### config.mk
export PLATFORM = sky130hd
export DESIGN_NAME = fan_speed_sequencer_flat
export DESIGN_NICKNAME = d
export VERILOG_FILES = /design/src/rtl/fan_speed_sequencer_if.sv /design/src/rtl/fan_speed_sequencer.sv /design/src/flat_wrapper.sv
export SDC_FILE = /design/constraint.sdc
export NUM_CORES = 1
export LEC_CHECK = 0
export ABC_AREA = 1
export CORE_MARGIN = 4
export CORE_UTILIZATION = 47
export CTS_CLUSTER_SIZE = 30
export DETAILED_ROUTE_END_ITERATION = 8
export GPL_ROUTABILITY_DRIVEN = 0
export PLACE_DENSITY = 0.75
export SLEW_MARGIN = 20
export SYNTH_ARGS = -nofsm -noshare
export SYNTH_HDL_FRONTEND = slang
export SYNTH_SLANG_ARGS = --single-unit
### constraint.sdc
create_clock -name clk -period 1.65 [get_ports clk]
set_clock_uncertainty 0.15 [all_clocks]
set_input_delay 0.165 -clock clk [delete_from_list [all_inputs] [get_ports clk]]
set_output_delay 0.165 -clock clk [all_outputs]
set_load 0.005 [all_outputs]
### src/rtl/fan_speed_sequencer_if.sv
// Command/feedback bundle between a target requester, the sequencer and the fan controller.
interface fan_speed_sequencer_if;
    logic       req_valid;
    logic [1:0] req_target;
    logic       req_ready;
    logic       estop;
    logic [1:0] speed_fb;
    logic       update;
    logic       down;
    logic       up;
    logic       done;
    logic       err;

    modport master (
        output req_valid, req_target, estop, speed_fb,
        input  req_ready, update, down, up, done, err
    );

    modport slave (
        input  req_valid, req_target, estop, speed_fb,
        output req_ready, update, down, up, done, err
    );
endinterface

### src/rtl/fan_speed_sequencer.sv
// Steps the fan controller toward a requested speed one command at a time,
// re-checking feedback after a settling gap; includes emergency stop and non-convergence error.
module fan_speed_sequencer #(
    parameter int unsigned STEP_GAP = 4
) (
    input logic                   clk,
    input logic                   reset,
    fan_speed_sequencer_if.slave  bus
);
    localparam int unsigned GAP_W = $clog2(STEP_GAP + 1);

    typedef enum logic [3:0] {
        S_IDLE,
        S_CHECK,
        S_ISSUE_UP,
        S_ISSUE_DN,
        S_ISSUE_STOP,
        S_WAIT,
        S_EWAIT,
        S_DONE,
        S_ERR
    } state_t;

    state_t             r_state;
    state_t             w_next;
    logic [1:0]         r_target;
    logic [1:0]         r_steps;
    logic [GAP_W-1:0]   r_gap;
    logic               r_abort;
    logic               r_req_ready;
    logic               r_update;
    logic               r_up;
    logic               r_down;
    logic               r_done;
    logic               r_err;
    logic               w_accept;
    logic               w_estop_take;
    logic               w_gap_last;

    // estop preempts every state except the stop it already caused and its settling gap
    assign w_estop_take = bus.estop && !(r_state == S_ISSUE_STOP && r_abort) && (r_state != S_EWAIT);
    assign w_accept     = (r_state == S_IDLE) && bus.req_valid && !bus.estop;
    assign w_gap_last   = (r_gap == GAP_W'(1));

    always_comb begin
        w_next = r_state;
        if (w_estop_take) begin
            w_next = S_ISSUE_STOP;
        end else begin
            case (r_state)
                S_IDLE:       if (w_accept) w_next = S_CHECK;
                S_CHECK: begin
                    if (bus.speed_fb == r_target)  w_next = S_DONE;
                    else if (r_steps == 2'd3)      w_next = S_ERR;
                    else if (r_target == 2'd0)     w_next = S_ISSUE_STOP;
                    else if (bus.speed_fb < r_target) w_next = S_ISSUE_UP;
                    else                           w_next = S_ISSUE_DN;
                end
                S_ISSUE_UP,
                S_ISSUE_DN:   w_next = S_WAIT;
                S_ISSUE_STOP: w_next = r_abort ? S_EWAIT : S_WAIT;
                S_WAIT:       if (w_gap_last) w_next = S_CHECK;
                S_EWAIT:      if (w_gap_last) w_next = bus.estop ? S_ISSUE_STOP : S_IDLE;
                S_DONE,
                S_ERR:        w_next = S_IDLE;
                default:      w_next = S_IDLE;
            endcase
        end
    end

    // State, datapath registers and outputs decoded from the state being entered
    always_ff @(posedge clk) begin
        if (reset) begin
            r_state     <= S_IDLE;
            r_target    <= 2'd0;
            r_steps     <= 2'd0;
            r_gap       <= GAP_W'(0);
            r_abort     <= 1'b0;
            r_req_ready <= 1'b1;
            r_update    <= 1'b0;
            r_up        <= 1'b0;
            r_down      <= 1'b0;
            r_done      <= 1'b0;
            r_err       <= 1'b0;
        end else begin
            r_state <= w_next;

            if (w_accept) begin
                r_target <= bus.req_target;
                r_steps  <= 2'd0;
            end

            if (w_estop_take)
                r_abort <= 1'b1;
            else if (r_state == S_EWAIT && w_next == S_IDLE)
                r_abort <= 1'b0;

            case (r_state)
                S_ISSUE_UP, S_ISSUE_DN, S_ISSUE_STOP: begin
                    r_steps <= r_steps + 2'd1;
                    r_gap   <= GAP_W'(STEP_GAP);
                end
                S_WAIT, S_EWAIT: r_gap <= r_gap - GAP_W'(1);
                default: ;
            endcase

            r_req_ready <= (w_next == S_IDLE);
            r_update    <= (w_next inside {S_ISSUE_UP, S_ISSUE_DN, S_ISSUE_STOP});
            r_up        <= (w_next inside {S_ISSUE_UP, S_ISSUE_STOP});
            r_down      <= (w_next inside {S_ISSUE_DN, S_ISSUE_STOP});
            r_done      <= (w_next == S_DONE);
            r_err       <= (w_next == S_ERR);
        end
    end

    assign bus.req_ready = r_req_ready;
    assign bus.update    = r_update;
    assign bus.up        = r_up;
    assign bus.down      = r_down;
    assign bus.done      = r_done;
    assign bus.err       = r_err;
endmodule

### src/flat_wrapper.sv
// flat-port wrapper written by rule: the top's interface ports become plain ports
module fan_speed_sequencer_flat 
#(
    parameter int unsigned STEP_GAP = 4
)
  (clk, reset, bus_req_valid, bus_req_target, bus_estop, bus_speed_fb, bus_req_ready, bus_update, bus_down, bus_up, bus_done, bus_err);
  fan_speed_sequencer_if bus_i ();
  input logic clk;
  input logic reset;
  input wire logic [$bits(bus_i.req_valid)-1:0] bus_req_valid;
  input wire logic [$bits(bus_i.req_target)-1:0] bus_req_target;
  input wire logic [$bits(bus_i.estop)-1:0] bus_estop;
  input wire logic [$bits(bus_i.speed_fb)-1:0] bus_speed_fb;
  output wire logic [$bits(bus_i.req_ready)-1:0] bus_req_ready;
  output wire logic [$bits(bus_i.update)-1:0] bus_update;
  output wire logic [$bits(bus_i.down)-1:0] bus_down;
  output wire logic [$bits(bus_i.up)-1:0] bus_up;
  output wire logic [$bits(bus_i.done)-1:0] bus_done;
  output wire logic [$bits(bus_i.err)-1:0] bus_err;
  assign bus_i.req_valid = bus_req_valid;
  assign bus_i.req_target = bus_req_target;
  assign bus_i.estop = bus_estop;
  assign bus_i.speed_fb = bus_speed_fb;
  assign bus_req_ready = bus_i.req_ready;
  assign bus_update = bus_i.update;
  assign bus_down = bus_i.down;
  assign bus_up = bus_i.up;
  assign bus_done = bus_i.done;
  assign bus_err = bus_i.err;
  fan_speed_sequencer #(.STEP_GAP(STEP_GAP)) u_core (.clk(clk), .reset(reset), .bus(bus_i));
endmodule
# Yosys cells after proc, flatten, opt, wreduce, memory -nomap -nowiden
# Cells that the tools add are included.
classes:
  n_eq_ne: 15
  mux: 16
  n_reduce_logical: 20
  add_sub_neg: 2
  magnitude_cmp: 1
ops:
  columns: ["cell", "count"]
  rows:
  - ["4-bit two-way mux", 7]
  - ["4-bit case mux with 6 select lines", 1]
  - ["4-bit by 3-bit == test with 1-bit output (second input constant)", 5]
  - ["4-bit by 2-bit == test with 1-bit output (second input constant)", 4]
  - ["2-bit nonzero test", 5]
  - ["4-bit zero test", 2]
  - ["1-bit logical AND", 6]
  - ["2-bit two-way mux", 3]
  - ["3-bit case mux with 2 select lines", 1]
  - ["4-bit by 1-bit == test with 1-bit output (second input constant)", 1]
  - ["4-bit == test (second input constant)", 1]
  - ["4-bit by 3-bit inequality test with 1-bit output (second input constant)", 1]
  - ["2-bit OR reduction", 2]
  - ["3-bit by 1-bit == test with 1-bit output (second input constant)", 1]
  - ["1-bit two-way mux", 3]
  - ["3-bit two-way mux", 1]
  - ["3-bit nonzero test", 1]
  - ["3-bit OR reduction", 1]
  - ["3-bit by 1-bit subtractor with 3-bit output (second input constant)", 1]
  - ["2-bit by 1-bit adder with 2-bit output (second input constant)", 1]
  - ["2-bit == test", 1]
  - ["2-bit == test (second input constant)", 1]
  - ["1-bit zero test", 2]
  - ["2-bit zero test", 1]
  - ["2-bit less-than comparator", 1]
word_totals:
  inputBits: 8
  ff_bits: 18
  wordCells: 65
  output_inout_bits: 6

# Logic depth before layout (Yosys ltp)
logic_depth:
  ltp_word: 11
  mapped_depth: 11
  mapped_depth_nobuf: 11

# Least setup slack after synthesis
# OpenSTA, ideal clock, no wires.
synth_timing:
  path_kind: "register -> register"
  startpoint: "reg u_core.r_target[1]"
  endpoint: "reg u_core.r_down, in the netlist u_core.bus.down"
  stages_incl_launch_ff: 9
  arrival_ns: 1.407
  t_required_ns: 1.378
  synth_period_minus_slack_ns: 1.679
  n_path_buf: 0
  setup_ns: 0.122
  setup_slack_ns: -0.029
  path_cell_list: "dfxtp_1 inv_1 ha_1 nand2_1 nand2_1 nor3_1 nand2_1 nand3_1 o21ai_0"
synth_between:
  elab_chain_len: 9
  elab_cells_between_ends: 12
  cone_classes: "order compare (1); eq/ne (3); mux (6); reduce/logical (2)"
synth_rtl:
  columns: ["item", "line", "source"]
  rows:
  - ["from (decl)", "fan_speed_sequencer.sv:26", "logic [1:0] r_target;"]
  - ["from (signal assigned)", "fan_speed_sequencer.sv:89", "r_target <= bus.req_target;"]
  - ["2-bit less-than comparator", "fan_speed_sequencer.sv:56", "else if (bus.speed_fb < r_target) w_next = S_ISSUE_UP;"]
  - ["1-bit two-way mux", "fan_speed_sequencer.sv:56", null]
  - ["4-bit two-way mux", "fan_speed_sequencer.sv:55", "else if (r_target == 2'd0) w_next = S_ISSUE_STOP;"]
  - ["4-bit two-way mux", "fan_speed_sequencer.sv:54", "else if (r_steps == 2'd3) w_next = S_ERR;"]
  - ["4-bit two-way mux (*)", "fan_speed_sequencer.sv:53", "if (bus.speed_fb == r_target) w_next = S_DONE;"]
  - ["4-bit case mux with 6 select lines (*)", "fan_speed_sequencer.sv:50", "case (r_state)"]
  - ["4-bit two-way mux (*)", "fan_speed_sequencer.sv:47", "if (w_estop_take) begin"]
  - ["4-bit by 2-bit == test with 1-bit output or 4-bit by 3-bit == test with 1-bit output (tied branches)", "fan_speed_sequencer.sv:110", "r_down <= (w_next inside {S_ISSUE_DN, S_ISSUE_STOP});"]
  - ["2-bit nonzero test (*)", "fan_speed_sequencer.sv:110", null]
  - ["to (signal assigned)", "fan_speed_sequencer.sv:110", null]
  - ["to (decl)", "fan_speed_sequencer.sv:33", "logic r_down;"]
# Every way passes the cells marked *; elsewhere a longest branch is shown, timed or not.
# A chain may end at the register's enable or synchronous reset.

# Worst setup path after layout
layout_timing:
  startpoint: "reg u_core.r_target[1]"
  endpoint: "reg u_core.r_update, in the netlist u_core.bus.update"
layout_between:
  elab_chain_len: 9
  elab_cells_between_ends: 13
  cone_classes: "order compare (1); eq/ne (4); mux (6); reduce/logical (2)"
layout_rtl:
  columns: ["item", "line", "source"]
  rows:
  - ["2-bit less-than comparator", "fan_speed_sequencer.sv:56", null]
  - ["1-bit two-way mux", "fan_speed_sequencer.sv:56", null]
  - ["4-bit two-way mux", "fan_speed_sequencer.sv:55", null]
  - ["4-bit two-way mux", "fan_speed_sequencer.sv:54", null]
  - ["4-bit two-way mux (*)", "fan_speed_sequencer.sv:53", null]
  - ["4-bit case mux with 6 select lines (*)", "fan_speed_sequencer.sv:50", null]
  - ["4-bit two-way mux (*)", "fan_speed_sequencer.sv:47", null]
  - ["4-bit by 2-bit == test with 1-bit output or 4-bit by 3-bit == test with 1-bit output (tied branches)", "fan_speed_sequencer.sv:108", "r_update <= (w_next inside {S_ISSUE_UP, S_ISSUE_DN, S_ISSUE_STOP});"]
  - ["3-bit nonzero test (*)", "fan_speed_sequencer.sv:108", null]
  - ["to (signal assigned)", "fan_speed_sequencer.sv:108", null]
  - ["to (decl)", "fan_speed_sequencer.sv:31", "logic r_update;"]
# Marks and branches as above.

==> key figures <==
Synth
  – Post-Synth XOR/XNOR Area: 0.009309
  – Synth Area in Compound Gates: 0.09176
  – Sequential area share after synthesis: 0.3830
  – Seq cells post-synth: 18
  – Netlist cell types: 20
  – Synthesized area per cell: 7.182 sq um
  – Largest area contributor in the synthesized netlist: dfxtp_1
  – Post-Syn Area: around 940 sq um
  – Syn Inst Count: roughly 130
  – Post-Synth Adder-Cell Area: 0.06649
  – Synth warn: 0
  – Multiplexer share of the synthesized area: 0
  – Post-synth net total: 144
  – Top cells by area, synth: dfxtp_1, nand2_1, inv_1
  – Synth top area share: 0.3830
  – Post-Synth Simple-Gate Area: 0.3577
  – Main combinational cell family by area after synthesis: simple AND/OR/NAND/NOR gates

Critical path
  – R2r endpoint: u_core.bus.update
  – Worst path top cell family by delay: simple AND/OR/NAND/NOR gates
  – Critical path's slowest cell: dfxtp_2
  – Worst Path Required: roughly 1.7 ns
  – Reg2reg start: u_core.r_target[1]
  – Startpoint types: flip-flop
  – Reg2reg setup slack: 0.003 ns
  – Arrival time at the worst endpoint: 1.74 ns
  – CP peak stage delay: 0.36 ns
  – Worst-case reg-to-reg path depth: 9
  – Crit Path Max Fanout: 4
  – WS Path Type: reg2reg
  – Crit path cell chain: inv_2 > ha_4 > nand2_8 > o21ai_2 > nand3_2 > nand3_4 > buf_4 > nand3_1 > a21oi_2
  – Buf/Inv on CP: 2
  – CP Capture Type: flip-flop

Drt
  – DR pass1 iterations: 4
  – Drt wl/cell: 14.00 um
  – WL final: 2.590 mm
  – Vias: around 970
  – Number of remaining DRC errors: 0
  – Via/cell ratio: 5.227
  – Post-route ant nets: 0
  – DR iter-0 viols: 19

Floorplanning
  – Initial core utilization: 0.5222
  – Ports: 14
  – Die W: about 53 um
  – Die H: 52.74 um
  – Rows: 15
  – Die area: 2782 sq um
  – Core Area: 1802 sq um

Placement
  – DP HPWL: 1.556 mm
  – Pre-CTS setup slack: -0.3566 ns
  – IO buf count: 13

Clocking
  – Clock sinks: 18
  – Clock-pin slew on the worst setup and hold paths: 0.11 ns
  – Clock Root Buffer: clkbuf_4
  – CTS Buf Count: 3
  – Clk_lat worst skew: 0.31 ns
  – Max clock buf depth: 2
  – H-tree depth: 1
  – Hold-fix buffers, CTS: 0
  – CTS tree: built

Power and ir drop
  – Peak VDD IR: 0.7403 mV
  – Pwr dens: 854.5 nW/um^2
  – Static leakage: 0.0006246 uW

STA
  – Unrepaired setup endpoints after global routing: true
  – Final setup fails: 0
  – Final setup margin: between 0.002 and 0.003 ns
  – Period utilization: 0.9984
  – Slew headroom: 0.8363
  – Final setup TNS: 0 ns
  – Worst-Margin Slew: between 0.2 and 0.25 ns
  – Slew Viols, Final: 0
  – Fin. Hold Viols: 0
  – Post-layout min period: 1.647 ns
  – Maximum clock rate: 0.6070 GHz

Worst hold path
  – Hold wc startpoint: bus_req_target[0]
  – Worst hold path type: in2reg
  – Worst hold endpoint: u_core.r_target[0]
  – Worst hold stages: 3

Layout
  – Layout Nets: 174
  – Core Util, Final: 0.7965
  – Synth-to-Final Area Change: 52.53%
  – Share of cells above drive strength 1: 0.3938
  – Most frequent cells in the layout: nand2_1, inv_1, clkdlybuf4s50_1, buf_4, nor2_1
  – Ant diodes: 0
  – Commonest non-fill, non-tap cell in the layout: nand2_1

GRT
  – Largest net degree at the start of global routing: 11
  – Initial antenna violation count: 0
  – GRT overflow: 0
  – Global-route wire length before repair: about 3.6 mm
  – Vias in the first global route: 903
  – Tot GR Track Use: 0.1805

Job
  – Max-Cap Viols: 0

Run status
  – Outcome: finished, final reports clean
[report_power, final]
part / internal (uW) / switching, uW / leakage, uW
clock: 135 / 146 / 0.0000210
combinational: 198 / 239 / 0.000452
sequential: 481 / 28.2 / 0.000151
[state kept, by name, indices dropped and copies added, names as in the netlist, 2 cells and up]
register         cells
u_core.r_steps       2
u_core.r_gap         3
u_core.r_state       4
u_core.r_target      2
[worst reg2reg max path, cell delays in order, from the launching register on]
cell and delay [ns]:
dfxtp_2 0.36, inv_2 0.06, ha_4 0.30, nand2_8 0.07, o21ai_2 0.08, nand3_2 0.11
nand3_4 0.12, buf_4 0.11, nand3_1 0.09, a21oi_2 0.14
[layer usage]
layer  global-route usage  wire length [um]  up-vias  part of all wire
met5                    0                 0        -                 0
met4               0.1021                88        0             0.034
met3              0.03989               123       14             0.047
met2               0.3140              1365       34              0.53
met1               0.1990              1013      442              0.39
li1                     -                 -      477                 -
[through the flow]
stage          hold WS [ns]  power (uW)  cell area [sq um]  std cells
2_1_floorplan        0.2083       694.4              945.9        131
3_3_place_gp         0.2944       805.9               1179        178
3_5_place_dp         0.3047       813.1               1179        178
4_1_cts              0.3179        1115               1260        184
5_1_grt              0.3222        1299               1435        185
6_report             0.3166        1226               1435        185
[timing repair]
| action | CTS | global route |
|---|---|---|
| gates resized for setup | 9 | 42 |
| setup buffers | 2 | 1 |
| endpoints found under the setup margin | 5 | 7 |
| pin swaps | 8 | 11 |
[worst max-delay path by stage]
stage / start / endpoint / slack [ns] / cells past startpoint
after floorplan: u_core.r_target[1] / u_core.r_abort / 0.07 / 10
after global placement: bus_speed_fb[0] / u_core.r_abort / -0.28 / 11
after detailed placement: bus_speed_fb[0] / u_core.r_abort / -0.36 / 11
after CTS: bus_speed_fb[0] / u_core.r_abort / 0.003 / 11
after global routing: u_core.r_target[1] / u_core.r_abort / -0.10 / 10
final: u_core.r_target[1] / u_core.bus.update / 0.003 / 9
[synth_stat cells (all sizes together)]
cell type  instances
ha                 5
a21oi              6
nand3             15
o21bai             1
xnor2              1
nand3b             1
and3               1
nand4              2
inv               22
clkbuf             1
nor3               1
nor2              19
dfxtp             18
nand2             29
o21ai              8
a221oi             1
[cell families (layout without fill, tap and decap cells)]
group / after synthesis / in the layout
adders and majority gates: 5 / 5
and+or+nand+nor: 68 / 68
AOI/OAI and AO/OA: 16 / 16
DFF: 18 / 18
buffers and inverters: 23 / 52
xor gates and xnor gates: 1 / 1
[area by class of cell]
type                    instances  area, sq um
well taps                      25        31.28
inverters                      22        82.58
repair buffers                 26        227.7
flip-flops and latches         18        370.4
fillers                       118        366.6
clock buffers                   4        36.28
multi-input cells              90        686.9
Power figures use the tool's default switching activity.
